$ cat src/rtl/capp_uart_pkg.sv
// ---------------------------------------------------------------------------
// capp_uart_pkg
// Shared definitions for the UART transmit scheduler:
//   - default sizing (number of sources, message length, length-field width)
//   - FSM state constants (ST_IDLE, ST_SEND)
//   - byte-select helper used to pick one character out of a packed message
// No ports (package).
// ---------------------------------------------------------------------------
package capp_uart_pkg;

    localparam int DEF_NUM_REQ = 2;
    localparam int DEF_MSG_LEN = 32;
    localparam int DEF_LEN_W   = 6;

    // Source index width; grant_id is fixed at 3 bits, enough for 8 sources.
    localparam int ID_W = 3;

    // Scheduler FSM states.
    localparam logic [0:0] ST_IDLE = 1'b0;
    localparam logic [0:0] ST_SEND = 1'b1;

    // Bit offset of byte number byte_idx inside a packed message.
    // Callers shift the message right by this amount and keep the low 8 bits.
    function automatic int byte_shift(input int byte_idx);
        return 8 * byte_idx;
    endfunction

endpackage

$ cat src/rtl/rr_arbiter.sv
// ---------------------------------------------------------------------------
// rr_arbiter
// Purely combinational round-robin picker. The search starts one above the
// pointer (the last winner) and wraps, so the last winner has lowest priority.
// Ports:
//   req_i   [NUM_REQ-1:0]  request vector
//   ptr_i   [ID_W-1:0]     index of the previous winner
//   grant_o [NUM_REQ-1:0]  one-hot grant (all zero when no request)
//   idx_o   [ID_W-1:0]     index of the granted request (0 when none)
//   any_o                  at least one request present
// ---------------------------------------------------------------------------
module rr_arbiter
    import capp_uart_pkg::*;
#(
    parameter int NUM_REQ = DEF_NUM_REQ
) (
    input  logic [NUM_REQ-1:0] req_i,
    input  logic [ID_W-1:0]    ptr_i,
    output logic [NUM_REQ-1:0] grant_o,
    output logic [ID_W-1:0]    idx_o,
    output logic               any_o
);

    // Two passes: first the indices above the pointer, then the wrapped ones
    // at or below it. The first hit in that order wins.
    always_comb begin
        grant_o = '0;
        idx_o   = '0;
        any_o   = 1'b0;
        for (int j = 0; j < NUM_REQ; j++) begin
            if (!any_o && req_i[j] && (j > int'(ptr_i))) begin
                grant_o[j] = 1'b1;
                idx_o      = ID_W'(j);
                any_o      = 1'b1;
            end else begin
                grant_o[j] = grant_o[j];
            end
        end
        for (int j = 0; j < NUM_REQ; j++) begin
            if (!any_o && req_i[j] && (j <= int'(ptr_i))) begin
                grant_o[j] = 1'b1;
                idx_o      = ID_W'(j);
                any_o      = 1'b1;
            end else begin
                grant_o[j] = grant_o[j];
            end
        end
    end

endmodule

$ cat src/rtl/uart_tx_scheduler.sv
// ---------------------------------------------------------------------------
// uart_tx_scheduler
// Shares one byte-wide transmit stream between NUM_REQ message sources.
// A source is granted round-robin, its whole message is latched, and the
// message is sent byte by byte, last-packed character (byte len-1) first.
// Messages never interleave.
// Ports:
//   clk_48mhz                    clock
//   reset_n                      asynchronous active-low reset
//   req_valid [NUM_REQ]          source i has a message
//   req_ready [NUM_REQ]          one-hot accept (combinational, idle only)
//   req_data  [NUM_REQ*8*MSG_LEN] source i message at [i*8*MSG_LEN +: 8*MSG_LEN]
//   req_len   [NUM_REQ*LEN_W]    source i byte count at [i*LEN_W +: LEN_W]
//   tx_data   [8]                byte to the UART
//   tx_valid                     byte valid to the UART
//   tx_ready                     UART accepts the byte
//   busy                         a message is latched and not fully sent
//   grant_id  [3]                source owning the current/last message
// ---------------------------------------------------------------------------
module uart_tx_scheduler
    import capp_uart_pkg::*;
#(
    parameter int NUM_REQ = DEF_NUM_REQ,
    parameter int MSG_LEN = DEF_MSG_LEN,
    parameter int LEN_W   = DEF_LEN_W
) (
    input  logic                       clk_48mhz,
    input  logic                       reset_n,
    input  logic [NUM_REQ-1:0]         req_valid,
    output logic [NUM_REQ-1:0]         req_ready,
    input  logic [NUM_REQ*8*MSG_LEN-1:0] req_data,
    input  logic [NUM_REQ*LEN_W-1:0]   req_len,
    output logic [7:0]                 tx_data,
    output logic                       tx_valid,
    input  logic                       tx_ready,
    output logic                       busy,
    output logic [2:0]                 grant_id
);

    localparam int MSG_W = 8 * MSG_LEN;

    logic [0:0]         state_q,    state_d;
    logic [MSG_W-1:0]   buf_q,      buf_d;
    logic [LEN_W-1:0]   rem_q,      rem_d;
    logic               tx_valid_q, tx_valid_d;
    logic [7:0]         tx_data_q,  tx_data_d;
    logic               busy_q,     busy_d;
    logic [ID_W-1:0]    grant_q,    grant_d;
    logic [ID_W-1:0]    ptr_q,      ptr_d;

    logic [NUM_REQ-1:0] arb_grant_s;
    logic [ID_W-1:0]    arb_idx_s;
    logic               arb_any_s;
    logic [MSG_W-1:0]   win_msg_s;
    logic [LEN_W-1:0]   win_len_s;
    logic [LEN_W-1:0]   len_eff_s;

    rr_arbiter #(
        .NUM_REQ (NUM_REQ)
    ) u_arb (
        .req_i   (req_valid),
        .ptr_i   (ptr_q),
        .grant_o (arb_grant_s),
        .idx_o   (arb_idx_s),
        .any_o   (arb_any_s)
    );

    // Select the winning source's message and length.
    always_comb begin
        win_msg_s = '0;
        win_len_s = '0;
        for (int i = 0; i < NUM_REQ; i++) begin
            if (arb_grant_s[i]) begin
                win_msg_s = req_data[i*MSG_W +: MSG_W];
                win_len_s = req_len[i*LEN_W +: LEN_W];
            end else begin
                win_len_s = win_len_s;
            end
        end
    end

    // Oversized lengths are clamped to the buffer size.
    assign len_eff_s = (win_len_s > LEN_W'(MSG_LEN)) ? LEN_W'(MSG_LEN) : win_len_s;

    // Accept is offered only while idle and out of reset.
    assign req_ready = ((state_q == ST_IDLE) && reset_n) ? arb_grant_s : '0;

    // Next-state logic: accept in IDLE, byte stepping in SEND.
    always_comb begin
        state_d    = state_q;
        buf_d      = buf_q;
        rem_d      = rem_q;
        tx_valid_d = tx_valid_q;
        tx_data_d  = tx_data_q;
        busy_d     = busy_q;
        grant_d    = grant_q;
        ptr_d      = ptr_q;
        case (state_q)
            ST_IDLE: begin
                if (arb_any_s) begin
                    ptr_d   = arb_idx_s;
                    grant_d = arb_idx_s;
                    buf_d   = win_msg_s;
                    if (len_eff_s != '0) begin
                        // First byte is loaded straight from the source so it
                        // appears the cycle after accept.
                        rem_d      = len_eff_s;
                        state_d    = ST_SEND;
                        tx_valid_d = 1'b1;
                        busy_d     = 1'b1;
                        tx_data_d  = 8'(win_msg_s >> byte_shift(int'(len_eff_s) - 1));
                    end else begin
                        // Empty message: consumed without sending anything.
                        rem_d = '0;
                    end
                end else begin
                    state_d = ST_IDLE;
                end
            end
            ST_SEND: begin
                if (tx_ready) begin
                    if (rem_q == LEN_W'(1)) begin
                        state_d    = ST_IDLE;
                        tx_valid_d = 1'b0;
                        busy_d     = 1'b0;
                        rem_d      = '0;
                    end else begin
                        // rem_q >= 2 here, so the next byte index rem_q-2 is valid.
                        rem_d     = rem_q - LEN_W'(1);
                        tx_data_d = 8'(buf_q >> byte_shift(int'(rem_q) - 2));
                    end
                end else begin
                    tx_data_d = tx_data_q;
                end
            end
            default: begin
                state_d    = ST_IDLE;
                tx_valid_d = 1'b0;
                busy_d     = 1'b0;
                rem_d      = '0;
            end
        endcase
    end

    // State and output registers.
    always_ff @(posedge clk_48mhz or negedge reset_n) begin
        if (!reset_n) begin
            state_q    <= ST_IDLE;
            buf_q      <= '0;
            rem_q      <= '0;
            tx_valid_q <= 1'b0;
            tx_data_q  <= 8'h00;
            busy_q     <= 1'b0;
            grant_q    <= '0;
            ptr_q      <= ID_W'(NUM_REQ - 1);
        end else begin
            state_q    <= state_d;
            buf_q      <= buf_d;
            rem_q      <= rem_d;
            tx_valid_q <= tx_valid_d;
            tx_data_q  <= tx_data_d;
            busy_q     <= busy_d;
            grant_q    <= grant_d;
            ptr_q      <= ptr_d;
        end
    end

    assign tx_valid = tx_valid_q;
    assign tx_data  = tx_data_q;
    assign busy     = busy_q;
    assign grant_id = grant_q;

endmodule

$ cat config.mk
export PLATFORM = sky130hd
export DESIGN_NAME = uart_tx_scheduler
export DESIGN_NICKNAME = d
export VERILOG_FILES = /design/src/rtl/capp_uart_pkg.sv /design/src/rtl/rr_arbiter.sv /design/src/rtl/uart_tx_scheduler.sv
export SDC_FILE = /design/constraint.sdc
export NUM_CORES = 1
export LEC_CHECK = 0
export ABC_AREA = 1
export BUFFER_PORTS_ARGS = -buffer_cell sky130_fd_sc_hd__buf_2
export CAP_MARGIN = 20
export CORE_ASPECT_RATIO = 1.75
export CORE_MARGIN = 2
export CORE_UTILIZATION = 30
export CTS_CLUSTER_DIAMETER = 80
export CTS_CLUSTER_SIZE = 8
export DETAILED_ROUTE_END_ITERATION = 8
export PLACE_DENSITY = 0.58
export SETUP_SLACK_MARGIN = 0.4
export SLEW_MARGIN = 25
export SYNTH_ARGS = -nofsm -noshare
export SYNTH_HDL_FRONTEND = slang
export SYNTH_HIERARCHICAL = 1
export SYNTH_SLANG_ARGS = --single-unit
$ cat constraint.sdc
create_clock -name clk_48mhz -period 3.9 [get_ports clk_48mhz]
set_clock_uncertainty 0.1 [all_clocks]
set_input_delay 0.39 -clock clk_48mhz [delete_from_list [all_inputs] [get_ports clk_48mhz]]
set_output_delay 0.39 -clock clk_48mhz [all_outputs]
set_load 0.05 [all_outputs]
Yosys cells after proc, flatten, opt, wreduce, memory -nomap -nowiden:

Index checks and enable logic that the tools add are counted.

* shift operators: 2
* eq/ne operators: 6
* order comparisons: 3
* multiplexer cells: 34
* add/sub/neg operators: 3
* bitwise logic cells: 1
* reductions and logical operators: 12

Operators with widths (count)
* 256-bit 2-to-1 mux: 2
* 256-bit by 32-bit >> shifter with 8-bit output: 2
* 6-bit 2-to-1 mux: 7
* 8-bit 2-to-1 mux: 4
* 8-bit case mux with 2 select lines: 1
* 1-bit 2-to-1 mux: 14
* 6-bit case mux with 2 select lines: 1
* 4-bit AND reduction: 2
* 6-bit by 1-bit subtractor with 7-bit output, second input constant: 1
* 6-bit by 2-bit subtractor with 7-bit output, second input constant: 1
* 6-bit by 1-bit == test with 1-bit output, second input constant: 1
* 6-bit > comparator, second input constant: 1
* 3-bit 2-to-1 mux: 2
* 2-bit != test, second input constant: 3
* 6-bit nonzero test: 1
* 6-bit by 1-bit subtractor with 6-bit output, second input constant: 1
* 1-bit logical AND: 5
* 2-bit by 1-bit != test with 1-bit output, second input constant: 2
* 1-bit case mux with 2 select lines: 2
* 2-bit AND reduction: 2
* 1-bit by 3-bit > comparator with 1-bit output, first input constant: 1
* 1-bit by 3-bit less-or-equal comparator with 1-bit output, first input constant: 1
* 1-bit zero test: 2
* 2-bit 2-to-1 mux: 1
* 1-bit NOT: 1

* register bits: 278
* input port bits: 529
* word-level logic and storage cells: 68

Depth between registers and ports, before layout:

Gate-level depths: netlist (run 1).

* depth after elaboration: 18
* depth in mapped cells: 24

By module:

Netlist (run 1), hierarchy kept.

Modules (own cells, without submodules)
* uart_tx_scheduler: cells an instance 2516, area each 17613.1 um^2, sequential area each 6907.9 um^2, times used 1
* rr_arbiter: cells an instance 13, area each 70.1 um^2, sequential area each 0.0 um^2, times used 1

Worst setup path after synthesis (run 1):

No wires, ideal clock.

* kind: flip-flop to flip-flop
* start: reg ptr_q[0]
* end: reg tx_data_q[6] (netlist: tx_data[6])
* clock period less this slack: 3.249 ns
* cell stages (with the launch flop): 22
* setup time: 0.077 ns
* arrival time: 3.072 ns
* setup slack: 0.651 ns
* required time: 3.723 ns
* path buffers: 4
* path through: dfstp_2 nor2_4 a21oi_1 inv_2 nor2_4 nand2_2 nand2_4 inv_2 nand2_1 buf_4 buf_2 ha_1 clkbuf_1 buf_1 nand3_1 nand2_1 nand3_1 nand3_1 nand3_1 nand2_1 nand2_1 a21oi_1

RTL lines
* from (decl): RTL line uart_tx_scheduler.sv:49 `logic [ID_W-1:0] ptr_q, ptr_d;`
* from (signal assigned): RTL line uart_tx_scheduler.sv:155 `ptr_q <= ID_W'(NUM_REQ - 1);`
* from (signal assigned): RTL line uart_tx_scheduler.sv:164 `ptr_q <= ptr_d;`
* 1-bit by 3-bit > comparator with 1-bit output (*): RTL line rr_arbiter.sv:31 `if (!any_o && req_i[j] && (j > int'(ptr_i))) begin`
* 1-bit logical AND (*): RTL line rr_arbiter.sv:31
* 1-bit 2-to-1 mux (*): RTL line rr_arbiter.sv:31
* 1-bit zero test (*): RTL line rr_arbiter.sv:40 `if (!any_o && req_i[j] && (j <= int'(ptr_i))) begin`
* 1-bit logical AND (*): RTL line rr_arbiter.sv:40
* 1-bit 2-to-1 mux (*): RTL line rr_arbiter.sv:40
* named net arb_grant_s[0]: RTL line uart_tx_scheduler.sv:51 `logic [NUM_REQ-1:0] arb_grant_s;`
* 6-bit 2-to-1 mux (2 in series): RTL line uart_tx_scheduler.sv:73 `if (arb_grant_s[i]) begin`
* 6-bit > comparator: RTL line uart_tx_scheduler.sv:83 `assign len_eff_s = (win_len_s > LEN_W'(MSG_LEN)) ? LEN_W'(MSG_LEN) : win_len_s;`
* 6-bit 2-to-1 mux: RTL line uart_tx_scheduler.sv:83
* 6-bit by 1-bit subtractor with 7-bit output: RTL line uart_tx_scheduler.sv:111 `tx_data_d = 8'(win_msg_s >> byte_shift(int'(len_eff_s) - 1));`
* 256-bit by 32-bit >> shifter with 8-bit output: RTL line uart_tx_scheduler.sv:111
* 8-bit 2-to-1 mux: RTL line uart_tx_scheduler.sv:104 `if (len_eff_s != '0) begin`
* 8-bit 2-to-1 mux: RTL line uart_tx_scheduler.sv:100 `if (arb_any_s) begin`
* 8-bit case mux with 2 select lines: RTL line uart_tx_scheduler.sv:98 `case (state_q)`
* to (signal assigned): RTL line uart_tx_scheduler.sv:161 `tx_data_q <= tx_data_d;`
* to (decl): RTL line uart_tx_scheduler.sv:46 `logic [7:0] tx_data_q, tx_data_d;`

Mark *: on every way through the listed nets, which the timed path passes. The rest lies on a longest branch. The select of a mux whose other input is x is not followed.
A chain may end at the register's enable or synchronous reset.

Final worst setup path (run 1):

* start: reg ptr_q[0]
* end: reg tx_data_q[7] (netlist: tx_data[7])

* word-level cells in the longest chain between the ends: 18

RTL lines (RTL line)
* 1-bit by 3-bit > comparator with 1-bit output: rr_arbiter.sv:31
* 1-bit logical AND: rr_arbiter.sv:31
* 1-bit 2-to-1 mux: rr_arbiter.sv:31
* 1-bit zero test: rr_arbiter.sv:40
* 1-bit logical AND: rr_arbiter.sv:40
* 1-bit 2-to-1 mux: rr_arbiter.sv:40
* 1-bit zero test: rr_arbiter.sv:40
* 1-bit logical AND (2 in series): rr_arbiter.sv:40
* [... 1 more ...]
* named net arb_grant_s[1]: uart_tx_scheduler.sv:51
* 6-bit 2-to-1 mux: uart_tx_scheduler.sv:73
* 6-bit > comparator: uart_tx_scheduler.sv:83
* 6-bit 2-to-1 mux: uart_tx_scheduler.sv:83
* 6-bit by 1-bit subtractor with 7-bit output: uart_tx_scheduler.sv:111
* 256-bit by 32-bit >> shifter with 8-bit output: uart_tx_scheduler.sv:111
* 8-bit 2-to-1 mux: uart_tx_scheduler.sv:104
* 8-bit 2-to-1 mux: uart_tx_scheduler.sv:100
* 8-bit case mux with 2 select lines: uart_tx_scheduler.sv:98

Marked as above.

==> results.yml, run 1 <==
status:
  status: "complete, no violations"
detailed_routing:
  drt_iter0_drc: 1663
  dr.pass1.iters: 5
  drt-wirelength-per-cell_um: 22.6
  wirelength_um: 84400
  post-route-drc-count: 0
  via_per_inst: 5.33
  drt.antenna.violating_nets: 0
  vias: 19900
timing:
  drv_slew: 0
  rsz0062_at_grt: "no"
  fin_crit_sh_pct: 85.7
  setup_viol_count_final: 0
  relSlewSlack_pct: 41.8
  fin_ws_ns: 0.560
  fin_crit_ns: 3.34
  fmax_mhz: 299
  finalHoldViolCount: 0
  tns_ns: 0
  tightest_slew_ns: 0.873
worst_hold_path:
  worstHoldPathType: "input pin to register"
yosys:
  synthAdderAreaFrac_pct: 0.354
  synth-xor-area-share_pct: 0.340
  ys_seq_elements: 276
  syn_avg_cell_area_um2: 6.99
  synthArstFlopShare_pct: 100
  ys.flop_type: "dfrtp_1"
  synth_area_um2: 17700
  synth.area.mux_share_pct: 0
  synthSimpleGateAreaFrac_pct: 34.4
  synth_top_family_by_area: "simple AND/OR/NAND/NOR gates"
  synthDistinctLibCells: 37
  yosysWarnings: 6
  synth-seq-area-share_pct: 39.1
  synth_compound_area_share_pct: 19.5
  synth_edf_count: 0
  syn_inst: 2529
clock_tree:
  h-tree-depth: 2
  clock_sinks: 276
  path_clk_slew_ns: 0.05
  clk_path_buf_depth: 3
  cts_tree: "done"
  clockRootBuffer: "clkbuf_16"
  clock_latency_ns: 0.53
  cts_buffers: 40
placed_design:
  dp_hpwl_um: 62300
  dp_cells: 3673
  gp_congestion: 0.945
  io_buffers: 543
  place_ws_ns: 0.280
final_layout:
  n_fill_cell: 6363
  area_delta_synth_final_pct: 26.3
  layout_commonest_cell: "nand2_1"
  mostFrequentLayoutCells: "nand2_1, buf_2, nand3_1"
  drive_gt1_share_pct: 23.4
  final_cells: 3740
  final_core_util_pct: 38.3
  fin_nets: 3489
worst_setup_path:
  cp-end-kind: "register"
  worstSetupStartpointType: "register"
  critPathMaxFanout: 9
  critical_path_required_ns: 4.26
  cp.arrival_ns: 3.70
  critPathKind: "register to register"
floorplanning:
  die_area_um2: 61000
  die_h_um: 325
  die_w_um: 188
  ios: 544
  num_rows: 117
  start_util_pct: 30.4
  core_area_um2: 58300
power_and_ir_drop:
  p_leak_nw: 10.9
  p_per_area_nw_per_um2: 796
  power_w: 0.0178
  peakVddDrop_mv: 0.503
global_route:
  antenna_found_initial: 5
  grt_usage_pct: 26.6
  grt_max_degree: 150
  grt_pass1_wl_um: 123000
  globalRoute.totalOverflow: 0
  grt_pass1_vias: 19500
run:
  maxCapViolations: 0
[sequential cells by signal, indices dropped and copies added (netlist names)]
register / cells
buf_q: 256
tx_data: 8
rem_q: 6
grant_id: 3
busy: 1
ptr_q: 1
state_q: 1
[per-layer routing]
metal  vias up  share of wire, %  global-route usage (%)
li1       9509                 -                       -
met1      9354                37                    30.8
met2       906                50                    47.5
met3       176               6.2                    3.43
met4         0               6.0                    14.0
met5         -                 0                       0
[report_power, final]
part	switching (W)	total [W]	leakage [nW]	internal, W
clock network	0.00130	0.00323	0.529	0.00193
registers	0.000318	0.00372	3.73	0.00341
logic	0.00761	0.0108	6.62	0.00319
total	0.00923	0.0178	10.9	0.00853
[per-stage QoR]
stage / hold WS, ns / instance area (µm²)
final: 0.0812 / 22300
after CTS: 0.0671 / 22100
after global routing: 0.0928 / 22300
after floorplan: -0.00559 / 17700
after global placement: 0.236 / 21000
after detailed placement: 0.234 / 21000
[final timing paths]
path | to | from | slack [ns] | depth (start not counted)
worst max-delay path | tx_data[7] | ptr_q[0] | 0.56 | 23
worst min-delay path | buf_q[186] | req_data[186] | 0.08 | 3
worst max register to register | tx_data[7] | ptr_q[0] | 0.56 | 23
worst min register to register | buf_q[186] | buf_q[186] | 0.38 | 2
max in group asynchronous | rem_q[0] | reset_n | 2.31 | 3
min in group asynchronous | buf_q[3] | reset_n | 0.28 | 2
[synth_stat cells, types with 3 or more instances]
library cell | count | area, µm²
nand2_1 | 939 | 3520
nand3_1 | 457 | 2290
dfrtp_1 | 275 | 6880
o21ai_0 | 259 | 1300
a22oi_1 | 256 | 1920
clkbuf_1 | 119 | 447
buf_2 | 71 | 355
nor2_1 | 23 | 86.3
a21oi_1 | 20 | 100
inv_1 | 17 | 63.8
buf_4 | 16 | 120
buf_1 | 12 | 45.0
inv_2 | 10 | 37.5
nand2_2 | 9 | 56.3
ha_1 | 5 | 62.6
buf_6 | 4 | 45.0
xor2_1 | 4 | 35.0
a31oi_1 | 3 | 18.8
nor2_2 | 3 | 18.8
nor2_4 | 3 | 33.8
o21a_1 | 3 | 22.5
[timing repair]
action | 4_1_cts | 5_1_grt
resized for setup | 2 | 11
hold buffers | 2 | 0
hold endpoints to repair | 40 | 0
buffers inserted | 0 | 9
setup endpoints to repair | 8 | 8
cloned | 0 | 2
pin swaps | 0 | 4
[worst max-delay path, stage by stage, from the launching register on]
cell and delay, ns:
dfstp_2 0.55, nor2_4 0.05, nand2_2 0.08, nand2_4 0.08
buf_12 0.14, nand2_1 0.06, nand2_1 0.07, nor2_1 0.13
nand3_2 0.12, nand2_4 0.09, inv_1 0.04, nor2_1 0.12
inv_1 0.08, ha_4 0.36, buf_6 0.17, clkbuf_16 0.18
nand3_1 0.10, nand2_1 0.08, nand3_1 0.10, nand3_1 0.19
nand3_1 0.11, nand2_1 0.07, nand2_1 0.05, a21oi_1 0.13
[area by class of cell]
class | count | area (µm²) | area share [%]
inverter | 28 | 108 | 0.482
tap | 773 | 967 | 4.33
clock inverter | 1 | 30.0 | 0.135
antenna | 4 | 10.0 | 0.0448
sequential | 276 | 6910 | 31.0
clock buffer | 49 | 1060 | 4.73
timing repair buffer | 605 | 3500 | 15.7
multi-input combinational | 2004 | 9740 | 43.6
[kinds of logic (layout without fill, tap and decap cells)]
logic type,Yosys count,count (layout)
AOI/OAI and AO/OA,549,549
xor gates and xnor gates,6,6
adders and majority gates,5,5
buffers and inverters,250,683
DFF,276,276
other,1,6
and+or+nand+nor,1442,1442
(Power assumes the default switching activity.)
==> run 2: changes to the inputs <==
BUFFER_PORTS_ARGS = unset   (was -buffer_cell sky130_fd_sc_hd__buf_2)
DONT_BUFFER_PORTS = 1   (was unset)
PLACE_DENSITY = 0.5   (was 0.58)
==> run 2 against run 1 <==
Effect of this change:
- the flow now finishes with violations (hold timing)
- cell count decreased by 14%
- sequential power increased by 7.8%
- combinational power decreased by 5%
- register-to-register slack got worse by 0.06 ns
- core utilization decreased by 4.5 points
==> results.yml, run 2 (synthesized netlist as in run 1, its figures left out) <==
final_layout:
  drive_gt1_share_pct: 6.39
  final_core_util_pct: 33.8
  seq_area_um2: 6910
  n_fill_cell: 6331
  mostFrequentLayoutCells: "nand2_1, nand3_1, dfrtp_1"
  top_register: "buf_q"
  fin_nets: 2951
  layout_commonest_cell: "nand2_1"
  design_area_um2: 19700
  antenna_cells: 0
  largest_reg_flops: 256
  multi_input_area_um2: 9800
  area_delta_synth_final_pct: 11.3
clock_tree:
  h-tree-depth: 2
  clockRootBuffer: "clkbuf_16"
  path_clk_slew_ns: 0.07
  clock_latency_ns: 0.55
  clk_path_buf_depth: 3
  cts.hold.buffers_added: 14
  cts_tree: "done"
  clock_sinks: 276
  cts_buffers: 40
global_route:
  grt_pass1_vias: 17400
  globalRoute.totalOverflow: 0
  grt_usage_pct: 26.2
  antenna_found_initial: 0
  grt_max_degree: 278
  grt_pass1_wl_um: 119000
power_and_ir_drop:
  peakVddDrop_mv: 0.466
  p_per_area_nw_per_um2: 894
  p_leak_nw: 8.75
  power_w: 0.0176
worst_setup_path:
  critPathMaxFanout: 19
  critical_path_required_ns: 4.26
  cp.arrival_ns: 3.76
  critPathKind: "register to register"
  worstSetupStartpointType: "register"
  cp-end-kind: "register"
timing:
  fin_crit_ns: 3.40
  tightest_slew_ns: 0.909
  tns_ns: 0
  fin_crit_sh_pct: 87.1
  holdWs_ns: -0.512
  rsz0062_at_grt: "no"
  relSlewSlack_pct: 39.4
  drv_slew: 0
  fmax_mhz: 295
  finalHoldViolCount: 276
  fin_ws_ns: 0.505
  setup_viol_count_final: 0
floorplanning:
  core_area_um2: 58300
  start_util_pct: 30.4
  ios: 544
  die_h_um: 325
  die_area_um2: 61000
  num_rows: 117
  die_w_um: 188
placed_design:
  gp_congestion: 0.925
  dp_hpwl_um: 61500
  place_ws_ns: 0.139
  io_buffers: 0
  placed_area_um2: 18200
detailed_routing:
  drt.antenna.violating_nets: 0
  wirelength_um: 83300
  drt-wirelength-per-cell_um: 26.1
  dr.pass1.iters: 5
  post-route-drc-count: 0
  drt_iter0_drc: 1502
  via_per_inst: 5.65
  vias: 18100
worst_hold_path:
  worstHoldPathType: "input pin to async pin"
run:
  maxCapViolations: 0
status:
  violations: "hold timing"
  status: "finished, violations left"
## run 2: changes by cell type in the layout (fill, tap and decap cells not counted), moves of 4 or more
cell	previous run	this run
nand3_1	456	448
buf_2	542	0
buf_12	18	12
nand3_2	2	10
dlygate4sd3_1	2	14
diode_2	4	0
## run 2: routing by layer
layer,share of wire [%],global-route usage [%]
met1,37,30.0
met2,52,47.9
met3,5.4,3.33
met4,5.0,12.6
met5,0,0
## run 2: final cells by class
class	count	share of cell area (%)
timing repair buffer	67	4.04
inverter	28	0.610
clock inverter	1	0.153
tap	773	4.91
multi-input combinational	2004	49.8
clock buffer	50	5.38
sequential	276	35.1
## run 2: path summary, 6_finish.rpt
kind,startpoint,to,slack (ns),cells past startpoint
max in group asynchronous,reset_n,rem_q[0],3.70,0
setup / recovery,ptr_q[0],tx_data[5],0.50,22
setup reg to reg,ptr_q[0],tx_data[5],0.50,22
hold reg to reg,buf_q[172],buf_q[172],0.38,2
hold / removal,reset_n,buf_q[219],-0.51,0
min in group clk_48mhz,req_data[297],buf_q[41],0.01,2
## run 2: power by group
part / internal, W / switching (W) / leakage [nW] / total, W
clock network: 0.00194 / 0.00134 / 0.530 / 0.00327
registers: 0.00340 / 0.000609 / 3.73 / 0.00401
logic: 0.00297 / 0.00734 / 4.49 / 0.0103
## run 2: worst max-delay path, cell delays in order (launching register included)
cell       delay, ns
dfstp_2         0.55
nor2_4          0.05
nand2_2         0.08
nand2_4         0.10
buf_4           0.16
nand2_1         0.06
a21boi_4        0.19
nand3_2         0.11
nand2_4         0.11
inv_1           0.05
nor2_2          0.10
inv_1           0.08
ha_4            0.38
buf_12          0.14
clkbuf_16       0.21
nand3_1         0.10
nand2_1         0.11
nand3_1         0.14
nand3_1         0.15
nand3_1         0.09
nand2_1         0.08
nand2_1         0.05
a21oi_1         0.15
## run 2: per-stage QoR
| step | hold slack (ns) | std cells |
|---|---|---|
| final | -0.512 | 3199 |
| after global routing | -0.531 | 3199 |
| after CTS | -0.551 | 3188 |
| after detailed placement | 0.0240 | 3123 |
| after global placement | 0.0239 | 3123 |
| after floorplan | -0.00559 | 2530 |
## run 2: repair_timing
action / 4_1_cts / 5_1_grt
buffers inserted: 0 / 8
pin swaps: 0 / 8
endpoints found under the setup margin: 8 / 8
hold endpoints to repair: 289 / 276
gates resized for setup: 7 / 19
gates cloned: 0 / 3
